[src/rtl/stick_pkg.sv]
// Shared encodings and geometry for the stick game round logic.
// The renderer uses the same state encodings and screen limits.
package stick_pkg;

    typedef enum logic [2:0] {
        IDLE   = 3'd0,
        GROW   = 3'd1,
        FALL   = 3'd2,
        WALK   = 3'd3,
        SCROLL = 3'd4,
        DROP   = 3'd5,
        OVER   = 3'd6
    } state_t;

    // visible area in hCount/vCount space
    localparam int H_MIN = 144;
    localparam int H_MAX = 783;
    localparam int V_MIN = 35;
    localparam int V_MAX = 515;

    localparam int STICK_X_D    = 450;
    localparam int HERO_X0_D    = 440;
    localparam int HERO_Y0_D    = 250;
    localparam int GROW_STEP_D  = 2;
    localparam int MAX_LEN_D    = 216;
    localparam int FALL_TICKS_D = 8;
    localparam int WALK_STEP_D  = 4;
    localparam int DROP_STEP_D  = 8;

endpackage

[src/rtl/stick_btn_edge.sv]
// Rising-edge detector for the up button, advanced only on game ticks.
// press is valid only during a tick cycle.
module stick_btn_edge (
    input  logic clk,
    input  logic rst,
    input  logic tick,
    input  logic btn,
    output logic press
);

    logic btn_q;

    always_ff @(posedge clk or posedge rst) begin
        if (rst)
            btn_q <= 1'b0;
        else if (tick)
            btn_q <= btn;
    end

    assign press = tick & btn & ~btn_q;

endmodule

[src/rtl/stick_round_fsm.sv]
// Round sequencer: grow, fall, walk, then scroll or drop, on the game tick.
// Owns stick length, hero position, score and game-over state.
module stick_round_fsm
    import stick_pkg::*;
#(
    parameter int STICK_X    = STICK_X_D,
    parameter int HERO_X0    = HERO_X0_D,
    parameter int HERO_Y0    = HERO_Y0_D,
    parameter int BOTTOM_Y   = V_MAX,
    parameter int GROW_STEP  = GROW_STEP_D,
    parameter int MAX_LEN    = MAX_LEN_D,
    parameter int FALL_TICKS = FALL_TICKS_D,
    parameter int WALK_STEP  = WALK_STEP_D,
    parameter int DROP_STEP  = DROP_STEP_D
) (
    input  logic       clk,
    input  logic       rst,
    input  logic       tick,
    input  logic       btn,
    input  logic [9:0] plat_left,
    input  logic [9:0] plat_right,
    output logic [9:0] stick_len,
    output logic       stick_down,
    output logic [9:0] hero_x,
    output logic [9:0] hero_y,
    output logic [7:0] score,
    output logic [2:0] state,
    output logic       new_platform,
    output logic       game_over
);

    state_t      st_q, st_d;
    logic [9:0]  len_q, len_d;
    logic [9:0]  x_q, x_d;
    logic [9:0]  y_q, y_d;
    logic        down_q, down_d;
    logic [7:0]  score_q, score_d;
    logic [7:0]  cnt_q, cnt_d;
    logic        hit_q, hit_d;
    logic [10:0] tgt_q, tgt_d;
    logic        np_q, np_d;
    logic        press;

    logic [10:0] tip, len_sum, x_sum, y_sum;
    logic        tip_hit;

    stick_btn_edge u_btn (
        .clk   (clk),
        .rst   (rst),
        .tick  (tick),
        .btn   (btn),
        .press (press)
    );

    // 11-bit arithmetic so sums never wrap before saturation
    assign tip     = 11'(STICK_X) + {1'b0, len_q};
    assign len_sum = {1'b0, len_q} + 11'(GROW_STEP);
    assign x_sum   = {1'b0, x_q} + 11'(WALK_STEP);
    assign y_sum   = {1'b0, y_q} + 11'(DROP_STEP);
    assign tip_hit = (tip >= {1'b0, plat_left}) &&
                     (tip <= {1'b0, plat_right});

    always_ff @(posedge clk or posedge rst) begin
        if (rst) begin
            st_q    <= IDLE;
            len_q   <= '0;
            x_q     <= 10'(HERO_X0);
            y_q     <= 10'(HERO_Y0);
            down_q  <= 1'b0;
            score_q <= '0;
            cnt_q   <= '0;
            hit_q   <= 1'b0;
            tgt_q   <= '0;
            np_q    <= 1'b0;
        end else begin
            st_q    <= st_d;
            len_q   <= len_d;
            x_q     <= x_d;
            y_q     <= y_d;
            down_q  <= down_d;
            score_q <= score_d;
            cnt_q   <= cnt_d;
            hit_q   <= hit_d;
            tgt_q   <= tgt_d;
            np_q    <= np_d;
        end
    end

    always_comb begin
        st_d    = st_q;
        len_d   = len_q;
        x_d     = x_q;
        y_d     = y_q;
        down_d  = down_q;
        score_d = score_q;
        cnt_d   = cnt_q;
        hit_d   = hit_q;
        tgt_d   = tgt_q;
        np_d    = 1'b0;
        if (tick) begin
            case (st_q)
                IDLE: begin
                    if (press) begin
                        st_d  = GROW;
                        len_d = 10'(GROW_STEP);
                    end
                end
                GROW: begin
                    if (btn) begin
                        len_d = (len_sum >= 11'(MAX_LEN)) ?
                                10'(MAX_LEN) : len_sum[9:0];
                    end else begin
                        st_d  = FALL;
                        cnt_d = '0;
                    end
                end
                FALL: begin
                    cnt_d = cnt_q + 8'd1;
                    if (cnt_q == 8'(FALL_TICKS - 1)) begin
                        st_d   = WALK;
                        down_d = 1'b1;
                        hit_d  = tip_hit;
                        // platform edges are only valid at this tick
                        tgt_d  = tip_hit ? {1'b0, plat_right} : tip;
                    end
                end
                WALK: begin
                    if ({1'b0, x_q} == tgt_q)
                        st_d = hit_q ? SCROLL : DROP;
                    else
                        x_d = (x_sum >= tgt_q) ? tgt_q[9:0] : x_sum[9:0];
                end
                SCROLL: begin
                    st_d    = IDLE;
                    score_d = (score_q == 8'hFF) ? score_q : score_q + 8'd1;
                    len_d   = '0;
                    down_d  = 1'b0;
                    x_d     = 10'(HERO_X0);
                    np_d    = 1'b1;
                end
                DROP: begin
                    if (y_q == 10'(BOTTOM_Y))
                        st_d = OVER;
                    else
                        y_d = (y_sum >= 11'(BOTTOM_Y)) ?
                              10'(BOTTOM_Y) : y_sum[9:0];
                end
                OVER: begin
                    if (press) begin
                        st_d    = IDLE;
                        score_d = '0;
                        len_d   = '0;
                        down_d  = 1'b0;
                        x_d     = 10'(HERO_X0);
                        y_d     = 10'(HERO_Y0);
                        np_d    = 1'b1;
                    end
                end
                default: st_d = IDLE;
            endcase
        end
    end

    assign stick_len    = len_q;
    assign stick_down   = down_q;
    assign hero_x       = x_q;
    assign hero_y       = y_q;
    assign score        = score_q;
    assign state        = st_q;
    assign new_platform = np_q;
    assign game_over    = (st_q == OVER);

endmodule
[config.mk]
export PLATFORM = sky130hd
export DESIGN_NAME = stick_round_fsm
export DESIGN_NICKNAME = d
export VERILOG_FILES = /design/src/rtl/stick_pkg.sv /design/src/rtl/stick_btn_edge.sv /design/src/rtl/stick_round_fsm.sv
export SDC_FILE = /design/constraint.sdc
export NUM_CORES = 1
export LEC_CHECK = 0
export ABC_AREA = 1
export BUFFER_PORTS_ARGS = -buffer_cell sky130_fd_sc_hd__buf_2
export CAP_MARGIN = 20
export CELL_PAD_IN_SITES_DETAIL_PLACEMENT = 1
export CELL_PAD_IN_SITES_GLOBAL_PLACEMENT = 1
export CORE_ASPECT_RATIO = 0.9
export CORE_MARGIN = 2
export CORE_UTILIZATION = 38
export CTS_CLUSTER_SIZE = 25
export DETAILED_ROUTE_END_ITERATION = 12
export GPL_TIMING_DRIVEN = 0
export PLACE_DENSITY_LB_ADDON = 0.08
export SYNTH_ARGS = -nofsm -noshare
export SYNTH_HDL_FRONTEND = slang
export SYNTH_SLANG_ARGS = --single-unit
[constraint.sdc]
create_clock -name clk -period 2.25 [get_ports clk]
set_input_delay 0.225 -clock clk [delete_from_list [all_inputs] [get_ports clk]]
set_output_delay 0.225 -clock clk [all_outputs]
set_load 0.1 [all_outputs]
==> impl_metrics.json <==
{
  "status": "complete, but fails checks",
  "violations": "setup timing",
  "synth_edf_count": 0,
  "cp_max_fo": 5,
  "grt_usage": 0.225,
  "wl_um": 13600,
  "relSlewSlack": 0.200,
  "worst_slew_pin_slew_ps": 1190,
  "setup_tns_ps": -8080,
  "antenna_left": 0,
  "r2r_cells": 14,
  "rows": 37,
  "async_flop_share": 1.00,
  "cts_made_buffers": 9,
  "slew_viol_final": 0,
  "drtIter0Drc": 170,
  "dr.pass1.iters": 4,
  "required_ps": 2510,
  "numPortBuffers": 65,
  "post_drt_wl_per_cell_um": 15.7,
  "crit_path_start_kind": "register",
  "setup_ws_ps": -466,
  "finalSetupViolCount": 21,
  "ys_ff_latch": 62,
  "die_y_um": 106,
  "hold_viol": 0,
  "skew_ps": 6.12,
  "timing.fmax_ghz": 0.368,
  "io_pins": 68,
  "cp_cell_sequence": "ha_4 > nand4_1 > nor2_1 > xor2_1 > inv_1 > ha_4 > a21oi_2 > o21ai_1 > a21oi_1 > nand3_2 > clkbuf_8 > a21oi_2 > o21ai_2 > o21ai_1",
  "antenna_found_initial": 0,
  "worstSkewPairLatency_ps": 330,
  "period_share": 1.21,
  "yosys.area.top_type_share": 0.288,
  "cts.sinks": 62,
  "num-nets-final": 767,
  "critPathMaxStageDelay_ps": 650,
  "yosys.cell_count.top_type": "nand2_1",
  "routabilityCongestion": 0.860,
  "syn_to_final_growth_pct": 34.4,
  "rsz0062_at_grt": "yes",
  "num_vias": 4412,
  "synth_common_cells": "136 x nand2_1, 113 x inv_1, 51 x dfrtp_1",
  "drc": 0,
  "syn-instance-count": 609,
  "cp_data_arrival_time_ps": 2980,
  "grt_pass1_vias": 4643,
  "ys.warnings.count": 0,
  "post-route-util": 0.523,
  "slowest_stage": "dfstp_4",
  "yosysTopAreaCell": "dfrtp_1",
  "final_layout_size_suffix_gt1_frac": 0.313,
  "crit_type": "reg2reg",
  "initial_core_util": 0.389,
  "postCtsHoldBufs": 0,
  "min_path_type": "in2async",
  "layout_min_cycle_time_ps": 2720,
  "cap_violations": 0,
  "ys.flop_type": "dfrtp_1",
  "clockRootBuffer": "clkbuf_16",
  "critical_path.endpoint_type": "register",
  "grt_pass1_wl_um": 22600,
  "ys_seq_area_frac": 0.353,
  "worstReg2RegEnd": "hero_x[9]",
  "synthTopCellsByArea": "dfrtp_1 29%, nand2_1 12%, ha_1 9.9%, inv_1 9.6%, dfstp_2 6.5%",
  "r2r_slack_ps": -470,
  "die_area_sq_um": 12600,
  "grt_max_degree": 36,
  "cts_tree": "yes",
  "syn_area_per_cell_sq_um": 7.28,
  "fp.dieW_um": 118,
  "dp_slack_ps": -599,
  "n_antenna_cell": 0,
  "synthDistinctLibCells": 43,
  "syn_area_sq_um": 4430,
  "clk_pin_slew_ps": 60,
  "clk_path_buf_depth": 2,
  "viasPerCell": 5.08,
  "core_area_sq_um": 11400,
  "r2r_start": "hero_x[3]",
  "ctsHtreeMaxLevel": 3,
  "grt_overflow_total": 0,
  "dp_hpwl_um": 9970
}
[final cells by class]
class / count / area, sq um
timing repair buffer: 87 / 559
fill: 1450 / 5430
buffer: 7 / 61.3
clock buffer: 10 / 229
multi-input combinational: 421 / 2810
inverter: 120 / 457
tap: 156 / 195
clock inverter: 6 / 63.8
sequential: 62 / 1590
[critical path, delay by kind of cell (launching register included)]
kind                       cells  cell delay [ps]
buffers and inverters          2              300
DFF                            1              650
and+or+nand+nor                3              500
xor gates and xnor gates       1              200
AOI/OAI and AO/OA              6              610
adders and majority gates      2              370
[worst max path at each step]
stage | endpoint | start | depth (start not counted)
after global placement | stick_len[5] | rst | 2
after global routing | hero_x[1] | hero_x[3] | 14
after detailed placement | hero_x[9] | hero_x[3] | 14
final | hero_x[9] | hero_x[3] | 14
after floorplan | tgt_q[1] | stick_len[1] | 20
after CTS | hero_x[1] | hero_x[3] | 14
[sequential cells by signal, indices dropped and copies added, names as in the netlist]
signal / flops
cnt_q: 8
hero_x: 10
hero_y: 9
hit_q: 1
new_platform: 1
score: 8
state: 3
stick_down: 1
stick_len: 9
tgt_q: 11
u_btn.btn_q: 1
[placed cells by master (no fill, tap or decap), drive strengths merged, types with 3 or more instances in the layout]
cell type / n
nand2: 141
a21oi: 26
ha: 35
clkbuf: 14
o22ai: 6
dfstp: 11
clkinv: 4
nor2: 51
nand4: 16
xnor2: 6
nor3: 12
inv: 118
dfrtp: 51
clkinvlp: 3
buf: 90
xor2: 12
o21ai: 41
o31ai: 3
o211ai: 4
nand3: 49
[stage by stage]
step                      cells  cell area [sq um]  hold slack, ps
final                       869               5960            38.0
after global routing        869               5960            92.4
after CTS                   867               5790            61.7
after detailed placement    832               5140             431
after global placement      831               5120             454
after floorplan             610               4600             335
[kinds of logic (layout without fill, tap and decap cells)]
logic type	count (synthesis)	count (layout)	synth area share
buffers and inverters	127	230	0.109
AND/OR/NAND/NOR	274	274	0.283
flip-flops	62	62	0.353
other	1	2	0.000846
XOR/XNOR	18	18	0.0356
adder cells (fa/ha/maj)	35	35	0.0988
AO/OA/AOI/OAI	92	92	0.120
[metal layers]
metal,GRT usage,wire length (um),part of all wire,up-vias
met3,0.0435,385,0.028,17
met5,0,0,0,-
met1,0.289,6370,0.47,2153
met4,0.0783,233,0.017,0
li1,-,-,-,2175
met2,0.382,6620,0.49,67
[what timing repair did]
item	in CTS	in global routing
pin swaps	25	27
gates resized for setup	41	36
setup buffers	16	2
cloned	3	0
setup endpoints to repair	21	24
Power is not shown: default switching activity piles up to over one toggle a cycle in this logic, so the estimate is an artifact.
